--- src/rtl/synapse_current_driver.sv ---
// Current-based synapse: each presynaptic spike adds a programmable weight
// (saturating at 8'hFF), and between spikes the current decays exponentially
// through a periodic shift-subtract tick. The output feeds the LIF neuron's
// synaptic current input.
module synapse_current_driver #(
  parameter logic [7:0] INIT_WEIGHT  = 8'h20,
  parameter int         DECAY_SHIFT  = 2,
  parameter int         DECAY_PERIOD = 4
) (
  input  logic       clk,
  input  logic       rst_n,
  input  logic       pre_spike,
  input  logic [7:0] weight_in,
  input  logic       weight_we,
  input  logic       count_clr,
  output logic [7:0] synaptic_current,
  output logic       active,
  output logic       sat,
  output logic [7:0] spike_count
);

  typedef enum logic {IDLE, ACTIVE} state_t;

  localparam logic [7:0] PERIOD_LAST = 8'(DECAY_PERIOD - 1);

  state_t     state;
  logic [7:0] weight;
  logic [7:0] prescaler;
  logic [7:0] shifted;
  logic [7:0] decayed;
  logic [8:0] sum;
  logic [7:0] next_current;
  logic       tick;
  logic       clip;

  // Decay first, then add the spike weight with a 9-bit sum so overflow is visible.
  // A shift that rounds to zero still removes one LSB so the current always reaches 0.
  always_comb begin
    tick         = (state == ACTIVE) && (prescaler == PERIOD_LAST);
    shifted      = synaptic_current >> DECAY_SHIFT;
    decayed      = synaptic_current;
    if (tick) begin
      if (shifted == 8'h00 && synaptic_current != 8'h00)
        decayed = synaptic_current - 8'h01;
      else
        decayed = synaptic_current - shifted;
    end
    sum          = {1'b0, decayed} + {1'b0, weight};
    clip         = pre_spike && sum[8];
    next_current = decayed;
    if (pre_spike)
      next_current = sum[8] ? 8'hFF : sum[7:0];
  end

  // Current, state, prescaler and the saturation pulse; the prescaler only runs while ACTIVE.
  always_ff @(posedge clk or negedge rst_n) begin
    if (!rst_n) begin
      state            <= IDLE;
      active           <= 1'b0;
      synaptic_current <= 8'h00;
      prescaler        <= 8'h00;
      sat              <= 1'b0;
    end else begin
      synaptic_current <= next_current;
      sat              <= clip;
      if (next_current == 8'h00) begin
        state     <= IDLE;
        active    <= 1'b0;
        prescaler <= 8'h00;
      end else begin
        state  <= ACTIVE;
        active <= 1'b1;
        if (state == ACTIVE)
          prescaler <= tick ? 8'h00 : prescaler + 8'h01;
        else
          prescaler <= 8'h00;
      end
    end
  end

  // Weight register; a spike in the same cycle as a write still sees the old weight.
  always_ff @(posedge clk or negedge rst_n) begin
    if (!rst_n)
      weight <= INIT_WEIGHT;
    else if (weight_we)
      weight <= weight_in;
  end

  // Saturating spike counter; a clear takes priority over a coincident spike.
  always_ff @(posedge clk or negedge rst_n) begin
    if (!rst_n)
      spike_count <= 8'h00;
    else if (count_clr)
      spike_count <= 8'h00;
    else if (pre_spike && spike_count != 8'hFF)
      spike_count <= spike_count + 8'h01;
  end

endmodule

--- config.mk ---
export PLATFORM = sky130hd
export DESIGN_NAME = synapse_current_driver
export DESIGN_NICKNAME = d
export VERILOG_FILES = /design/src/rtl/synapse_current_driver.sv
export SDC_FILE = /design/constraint.sdc
export NUM_CORES = 1
export LEC_CHECK = 0
export BUFFER_PORTS_ARGS = -buffer_cell sky130_fd_sc_hd__buf_2
export CORE_ASPECT_RATIO = 0.75
export CORE_MARGIN = 2
export CORE_UTILIZATION = 38
export DETAILED_ROUTE_END_ITERATION = 10
export HOLD_SLACK_MARGIN = 0.02
export SETUP_SLACK_MARGIN = 0.1
export SYNTH_ARGS = -nofsm -noshare
export SYNTH_HDL_FRONTEND = slang
export SYNTH_SLANG_ARGS = --single-unit
--- constraint.sdc ---
create_clock -name clk -period 4.17 [get_ports clk]
set_clock_uncertainty 0.2 [all_clocks]
set_input_delay 0.834 -clock clk [delete_from_list [all_inputs] [get_ports clk]]
set_output_delay 0.834 -clock clk [all_outputs]
set_load 0.02 [all_outputs]
### Word level (Yosys, flattened, before mapping)

Cells that the tools add are included.

* word-level logic and storage cells: 31
* bits in registers: 34
* output and inout port bits: 18

* eq/ne operators: 2
* reductions and logical operators: 8
* mux-type cells: 10
* $add $sub $neg: 5

Operators by type and width (number)
* 8-bit two-way mux: 9
* 8-bit by 1-bit adder with 8-bit output (second input constant): 2
* 8-bit zero test: 2
* 8-bit by 8-bit adder with 9-bit output: 1
* 8-bit by 2-bit == test with 1-bit output (second input constant): 1
* 8-bit != test (second input constant): 1
* 8-bit nonzero test: 1
* 8-bit by 1-bit subtractor with 8-bit output (second input constant): 1
* 8-bit by 6-bit subtractor with 8-bit output: 1
* 1-bit logical AND: 4
* 2-bit nonzero test: 1
* 1-bit two-way mux: 1

### Logic depth before layout (Yosys ltp)

Gate-level depths: netlist of run 1.

* word-level depth: 9
* depth in mapped cells: 19
* gate-level depth less buffers: 19

### Worst setup path before layout of run 1

OpenSTA, ideal clock, no wires.

* path kind: register -> register
* start: reg synaptic_current[1]
* end: reg prescaler[1]
* arrival time: 4048 ps
* stages on the path, launching flop included: 19
* path slack: -198 ps
* path through: dfrtp_1 -> nor2_1 -> nor3_1 -> a41o_1 -> ha_1 -> inv_1 -> fa_1 -> a211oi_1 -> o21bai_1 -> a211oi_2 -> xnor2_1 -> ha_1 -> o21a_1 -> a21oi_1 -> nand2_1 -> o22a_2 -> nor4_4 -> inv_2 -> and3_1

* cells in the longest elaborated chain, start to end: 9
* elaborated cells on any way between the ends: 11
* classes of those cells: 3 x add/sub; 5 x mux; 3 x reduce/logical

Ends and longest elaborated chain
* start, declared: RTL line 16 `output logic [7:0] synaptic_current,`
* start signal, assigned: RTL line 64 `synaptic_current <= next_current;`
* branches (longest 3 deep; another with 8-bit by 6-bit subtractor with 8-bit output)
* 8-bit two-way mux (*): RTL line 42 `if (tick) begin`
* 8-bit by 8-bit adder with 9-bit output: RTL line 48 `sum = {1'b0, decayed} + {1'b0, weight};`
* 8-bit two-way mux: RTL line 52 `next_current = sum[8] ? 8'hFF : sum[7:0];`
* 8-bit two-way mux (*): RTL line 51 `if (pre_spike)`
* named net next_current[6]: RTL line 32 `logic [7:0] next_current;`
* 8-bit zero test (*): RTL line 66 `if (next_current == 8'h00) begin`
* 8-bit two-way mux (*): RTL line 66
* end signal, assigned: RTL line 74 `prescaler <= tick ? 8'h00 : prescaler + 8'h01;`
* end, declared: RTL line 28 `logic [7:0] prescaler;`

Mark *: on every way through the listed nets, which the timed path passes.
A chain may end at the register's enable or synchronous reset.

### Final worst setup path of run 1

* start: reg synaptic_current[0]
* end: reg prescaler[1]

Same word-level chain as after synthesis.

==> results of run 1 <==
[worst register-to-register path, delay by kind of cell (launching register included)]
kind	cells	cell delay, ns
flops	1	0.42
mux	1	0.19
compound gates	3	0.74
simple gates	7	1.00
buf+inv	4	0.38
fa+ha+maj	3	1.06
[power by group through the flow]
stage | Sequential (W) | Clock [W] | Combinational (W)
after floorplan | 0.000531 | 0 | 0.000651
after global placement | 0.000490 | 0 | 0.00109
after detailed placement | 0.000491 | 0 | 0.00109
after CTS | 0.000486 | 0.000242 | 0.00116
after global routing | 0.000499 | 0.000257 | 0.00133
final | 0.000485 | 0.000232 | 0.00122
[metal layers]
layer / vias up / global-route usage [%]
met2: 49 / 25.6
met4: 0 / 3.54
met3: 10 / 4.47
met1: 970 / 28.2
met5: - / 0
li1: 1010 / -
[metrics by stage]
stage / setup TNS [ns] / worst slack, ns / utilization [%] / hold WS, ns / total power [W]
2_1_floorplan: 0 / 0.0304 / - / 0.280 / 0.00118
3_3_place_gp: -0.924 / -0.119 / 48.4 / 0.303 / 0.00158
3_5_place_dp: -0.835 / -0.111 / 48.4 / 0.309 / 0.00158
4_1_cts: 0 / 0.0517 / 51.0 / 0.327 / 0.00189
5_1_grt: -1.06 / -0.143 / 51.6 / 0.348 / 0.00209
6_report: 0 / 0.0638 / 51.6 / 0.322 / 0.00194
[sequential cells by signal (all words and copies together) (netlist names)]
| signal | cells |
|---|---|
| spike_count | 8 |
| prescaler | 8 |
| synaptic_current | 8 |
| state | 1 |
| weight | 8 |
| sat | 1 |
[cell usage after synthesis (all sizes together), types with 3 or more instances]
| library cell | count |
|---|---|
| o21a | 4 |
| and3 | 7 |
| nand4 | 4 |
| mux2i | 3 |
| buf | 3 |
| nand3 | 9 |
| mux2 | 9 |
| o21ai | 13 |
| xor2 | 8 |
| nand2b | 4 |
| nand2 | 11 |
| a21oi | 7 |
| ha | 16 |
| inv | 13 |
| nor4b | 3 |
| dfrtp | 33 |
| a211oi | 3 |
| nor2 | 23 |
| xnor2 | 8 |
| nor3 | 10 |
[worst max path at each step]
| stage | slack (ns) | depth (start not counted) | to |
|---|---|---|---|
| 6_report | 0.06 | 18 | prescaler[1]$_DFF_PN0_ |
| 5_1_grt | -0.14 | 19 | prescaler[1]$_DFF_PN0_ |
| 4_1_cts | 0.05 | 17 | prescaler[1]$_DFF_PN0_ |
| 3_5_place_dp | -0.11 | 18 | prescaler[1]$_DFF_PN0_ |
| 3_3_place_gp | -0.12 | 16 | prescaler[5]$_DFF_PN0_ |
| 2_1_floorplan | 0.03 | 18 | prescaler[1]$_DFF_PN0_ |
[final cells by class]
class | instances | area (sq um) | share of cell area [%]
inverters | 13 | 48.8 | 1.61
flip-flops and latches | 34 | 857 | 28.2
clock buffers | 6 | 72.6 | 2.39
multi-input cells | 184 | 1520 | 50.1
repair buffers | 67 | 428 | 14.1
well taps | 78 | 97.6 | 3.22
clock inverters | 2 | 10.0 | 0.330
[cells by family (layout without fill, tap and decap cells)]
kind of cell / count (synthesis) / in the layout
simple gates: 84 / 84
buf+inv: 17 / 88
compound gates: 54 / 54
mux: 12 / 12
xor+xnor: 16 / 16
flops: 34 / 34
fa+ha+maj: 18 / 18
[timing repair]
| action | 4_1_cts | 5_1_grt |
|---|---|---|
| pin swaps | 4 | 2 |
| gates resized for setup | 8 | 7 |
| setup buffers | 4 | 0 |
| setup endpoints to repair | 9 | 9 |
==> results.toml, run 1 <==
[status]
status = "finished, final reports clean"

[setup_path]
worstPathArrival_ns = 4.08
r2r_slack_ns = 0.06
r2r-end = "prescaler[1]$_DFF_PN0_"
regToRegStartpoint = "synaptic_current[0]$_DFF_PN0_"
end_kind = "flip-flop"
worstRegToRegCells = 18
crit_type = "reg -> reg"
startpoint_type = "flip-flop"
path_cells = "nor2_1 -> nor3_2 -> a41o_1 -> ha_1 -> inv_1 -> fa_2 -> mux2i_4 -> inv_1 -> buf_4 -> fa_1 -> nand3_1 -> nand2_2 -> a311oi_2 -> nor2_1 -> o22a_2 -> nor4_4 -> inv_2 -> and3_1"
cp_num_buf_inv = 4
max_stage_delay_ns = 0.45
cp_top_family = "adder cells"
required_ns = 4.15
critPathMaxFanout = 4
worst_path_max_delay_cell = "fa_2"
cp-startpoint = "synaptic_current[0]$_DFF_PN0_"

[placement]
gp_congestion = 0.914
dp.cells = 372
dpl_cell_area_sq_um = 2850
io_buffer_count = 30
dp_hpwl_um = 4350

[clock_network]
hold_buffers = 0
cts-htree-levels = 2
cts_root_buffer = "clkbuf_8"
cts.sinks = 34
cts_tree = "yes"
clk_latency_ns = 0.29
cts_buffer_depth = 2
cts_buffers = 5
path_clk_slew_ns = 0.07

[final_layout]
instances_no_fill = 384
syn2layout_area_growth_pct = 29.2
final_cell_mix = "37 x buf_4, 30 x buf_2, 29 x dfrtp_1, 23 x nor2_1, 15 x ha_1"
fill_cells = 556
n_antenna_cell = 0
final_area_sq_um = 3040
final_common_cell = "buf_4"
drive_gt1_share_pct = 40.2
nNetsFinal = 336

[detailed_routing]
detail_route.wl_per_cell_um = 14.8
drtPass1Iterations = 4
top_layer_used = "met4"
ant_nets = 0
routed_wl_um = 5670
drt-initial-drc-count = 109
drc = 0
dr_wl_met2_um = 2400
route.met3.wl_um = 268
viasPerCell = 5.31
vias = 2039
drt-met1-wl_um = 2920

[power_and_ir_drop]
power_switching_share_pct = 42.3
p_leak_nw = 1.33
vdd_ir_drop_max_mv = 0.214
power.switching_w = 0.000818
powerDensity_nw_per_um2 = 638
p_clk_share_pct = 12.0
p_seq_share_pct = 25.1
p_comb_share_pct = 62.9
intPower_w = 0.00112

[synthesis]
synthSimpleGateAreaFrac_pct = 20.6
synth_area_leader_cell = "dfrtp_1"
async_flop_share_pct = 100
synthMuxAreaShare_pct = 5.75
netlist-cell-type-count = 66
synth_compound_area_share_pct = 18.1
yosys_warnings = 0
synthFlopType = "dfrtp_1"
synth-edff-count = 0
synth_area_leaders = "dfrtp_1 35%, ha_1 8.5%, mux2_2 4.3%"
synth_fp_nets = 266
synth_top_family_by_area = "simple AND/OR/NAND/NOR gates"
synthAdderAreaFrac_pct = 10.2
synth-seq-cells = 34
syn_area_sq_um = 2350
synth-xor-area-share_pct = 5.97
ys_seq_area_share_pct = 36.3
synth_top_area_share_pct = 35.2
synth_cells = 235
syn_avg_cell_area_sq_um = 9.99

[job]
drv_cap = 0

[global_route]
grt_max_degree = 35
grt_pass1_wl_um = 9670
antenna_found_initial = 0
grt_pass1_vias = 1966
grt.overflow.total = 0
gr-usage-all-layers_pct = 18.1

[die]
initial_core_util_pct = 39.9
num_rows = 24
die_area_sq_um = 6830
dieHeight_um = 72.1
ios = 31
die_width_um = 94.8
core_area_sq_um = 5890

[sta]
slew_headroom_pct = 47.9
finalMaxSlewViolations = 0
worstMarginPinSlew_ns = 0.781
period_share_pct = 98.5
setup_violations = 0
fmax_mhz = 244
final.min_clock_period_ns = 4.11
finalHoldViolations = 0
rsz0062_at_grt = "true"

[hold_path]
worstHoldEndpoint = "weight[2]$_DFFE_PN0P_"
hold_path.startpoint = "weight[2]$_DFFE_PN0P_"
hp-class = "reg -> reg"
min_path_cells = 1
No activity file was read; power rests on OpenSTA's default activity.
==> run 2: changes to the inputs <==
- ABC_AREA: not set -> 1
==> results.toml, run 2 <==
[synthesis]
synth_top_area_share_pct = 33.2
synthMuxAreaShare_pct = 3.62
synth_fp_nets = 368
synthAdderAreaFrac_pct = 9.66
synth-edff-count = 0
synth_common_cells = "87 x nand2_1, 57 x inv_1, 45 x nand3_1, 33 x dfrtp_1, 25 x nor2_1"
synthSimpleGateAreaFrac_pct = 36.3
async_flop_share_pct = 100
synth-xor-area-share_pct = 0.352
ys_seq_area_share_pct = 34.3
synth_compound_area_share_pct = 6.09
syn_avg_cell_area_sq_um = 7.38
synth-seq-cells = 34
synth_area_leaders = "dfrtp_1 33%, nand2_1 13%, nand3_1 9.1%"
netlist-cell-type-count = 36
yosys_warnings = 0
synth_top_family_by_area = "simple AND/OR/NAND/NOR gates"
synthFlopType = "dfrtp_1"
synth.most_common_cell = "nand2_1"
synth_area_leader_cell = "dfrtp_1"
synth_cells = 337
syn_area_sq_um = 2490

[setup_path]
end_kind = "flip-flop"
cp_top_family = "simple AND/OR/NAND/NOR gates"
cp_num_buf_inv = 3
worstRegToRegCells = 21
worstPathArrival_ns = 3.72
critPathMaxFanout = 5
crit_type = "reg -> reg"
worst_path_max_delay_cell = "fa_1"
r2r-end = "prescaler[3]$_DFF_PN0_"
required_ns = 4.14
path_cells = "nor2_1 -> nor3_2 -> a41o_1 -> ha_1 -> inv_1 -> fa_2 -> nand3_1 -> nand2_1 -> fa_1 -> nand3_1 -> nand2_1 -> nand2_1 -> nand2_1 -> inv_2 -> nand2_1 -> nand2_1 -> nand2_1 -> inv_1 -> nand3_4 -> nor2_4 -> nor2_2"
regToRegStartpoint = "synaptic_current[0]$_DFF_PN0_"
r2r_slack_ns = 0.42
cp-startpoint = "synaptic_current[0]$_DFF_PN0_"
max_stage_delay_ns = 0.45
cpMostUsedCell = "nand2_1"
startpoint_type = "flip-flop"

[sta]
finalMaxSlewViolations = 0
setup_violations = 0
period_share_pct = 89.8
rsz0062_at_grt = "false"
slew_headroom_pct = 50.2
finalHoldViolations = 0
fmax_mhz = 267
tns_ns = 0
worstMarginPinSlew_ns = 0.748
final.min_clock_period_ns = 3.75

[detailed_routing]
drtPass1Iterations = 4
top_layer_used = "met4"
drt-initial-drc-count = 78
routed_wl_um = 5390
dr_wl_met2_um = 2200
detail_route.wl_per_cell_um = 11.8
viasPerCell = 4.77
drt-met1-wl_um = 2880
drc = 0
route.met3.wl_um = 251
vias = 2181
ant_nets = 0

[clock_network]
cts.sinks = 34
cts_root_buffer = "clkbuf_8"
cts_buffers = 5
cts-htree-levels = 2
cts_buffer_depth = 2
clk_latency_ns = 0.28
cts_tree = "yes"
path_clk_slew_ns = 0.07

[global_route]
grt.overflow.total = 0
grt_max_degree = 35
grt_pass1_vias = 2103
gr-usage-all-layers_pct = 16.1
grt_pass1_wl_um = 9380
antenna_found_initial = 0

[hold_path]
hold_path.startpoint = "spike_count[3]$_DFFE_PN0P_"
min_path_cells = 1
hp-class = "reg -> reg"
worstHoldEndpoint = "spike_count[3]$_DFFE_PN0P_"

[die]
num_rows = 25
ios = 31
initial_core_util_pct = 39.3
core_area_sq_um = 6320
die_area_sq_um = 7210
dieHeight_um = 74.1
die_width_um = 97.4

[power_and_ir_drop]
p_seq_share_pct = 27.5
vdd_ir_drop_max_mv = 0.276
p_clk_share_pct = 13.2
p_comb_share_pct = 59.3
powerDensity_nw_per_um2 = 593
p_leak_nw = 1.55
intPower_w = 0.000888
power_switching_share_pct = 47.5
power.switching_w = 0.000804

[placement]
dp.cells = 447
io_buffer_count = 30
dp_hpwl_um = 4320
gp_congestion = 0.834

[job]
drv_cap = 0

[final_layout]
drive_gt1_share_pct = 22.6
n_antenna_cell = 0
nNetsFinal = 407
instances_no_fill = 457
final_common_cell = "nand2_1"
final_cell_mix = "87 x nand2_1, 57 x inv_1, 45 x nand3_1, 31 x dfrtp_1, 30 x buf_2"
final_core_util_pct = 45.1
syn2layout_area_growth_pct = 14.7

[status]
status = "finished, final reports clean"
-- run 2: changes by cell type in the layout (fill, tap and decap cells not counted), moves of 7 or more --
cell | previous run | this run
xnor2_1 | 8 | 0
nand3_1 | 9 | 45
buf_4 | 37 | 3
nor2_2 | 0 | 10
nand2_1 | 7 | 87
xor2_1 | 8 | 1
inv_1 | 12 | 57
-- run 2: worst max path at each step --
stage	endpoint	depth (start not counted)
2_1_floorplan	prescaler[0]$_DFF_PN0_	23
3_3_place_gp	prescaler[3]$_DFF_PN0_	25
3_5_place_dp	prescaler[0]$_DFF_PN0_	25
4_1_cts	prescaler[0]$_DFF_PN0_	25
5_1_grt	prescaler[6]$_DFF_PN0_	21
6_report	prescaler[3]$_DFF_PN0_	21
-- run 2: through the flow --
stage               instance area [sq um]  hold slack (ns)  worst slack [ns]  total power, W
CTS                                  2820            0.325             0.323         0.00169
global route                         2850            0.353            0.0989         0.00189
floorplan                            2490            0.287             0.605         0.00122
finish                               2850            0.320             0.424         0.00169
detailed placement                   2740            0.310             0.358         0.00145
global placement                     2740            0.303             0.462         0.00145
-- run 2: what timing repair did --
action	CTS	global route
hold buffers	0	0
resized for setup	0	4
setup endpoints to repair	0	9
setup buffers	0	2
-- run 2: logic make-up (layout without fill, tap and decap cells) --
group | after synthesis | in the layout
adders and majority gates | 18 | 18
buffers and inverters | 64 | 102
DFF | 34 | 34
and+or+nand+nor | 189 | 190
muxes | 8 | 8
AOI/OAI and AO/OA | 23 | 23
xor gates and xnor gates | 1 | 1
-- run 2: routing by layer --
metal  vias up  global-route usage (%)
met5         -                       0
met4         0                    5.40
met3         5                    2.91
met2        42                    24.7
met1       987                    23.2
li1       1147                       -
-- run 2: cell type report --
cell class	count	area (sq um)
clock buffer	5	68.8
inverter	62	233
timing repair buffer	33	173
fill	656	3470
tap	81	101
sequential	34	855
clock inverter	2	10.0
multi-input combinational	240	1410
-- run 2: worst reg2reg max path, cell delays in order, from the launching register on --
cell	delay, ns
dfrtp_1	0.41
nor2_1	0.14
nor3_2	0.05
a41o_1	0.21
ha_1	0.17
inv_1	0.09
fa_2	0.44
nand3_1	0.14
nand2_1	0.13
fa_1	0.45
nand3_1	0.13
nand2_1	0.11
nand2_1	0.12
nand2_1	0.08
inv_2	0.09
nand2_1	0.07
nand2_1	0.08
nand2_1	0.05
inv_1	0.09
nand3_4	0.13
nor2_4	0.19
nor2_2	0.05
-- run 2: power groups by stage --
| stage | registers [W] | logic (W) | clock network, W |
|---|---|---|---|
| after floorplan | 0.000511 | 0.000709 | 0 |
| after global placement | 0.000473 | 0.000974 | 0 |
| after detailed placement | 0.000475 | 0.000977 | 0 |
| after CTS | 0.000469 | 0.000986 | 0.000235 |
| after global routing | 0.000477 | 0.00116 | 0.000249 |
| final | 0.000466 | 0.00100 | 0.000224 |
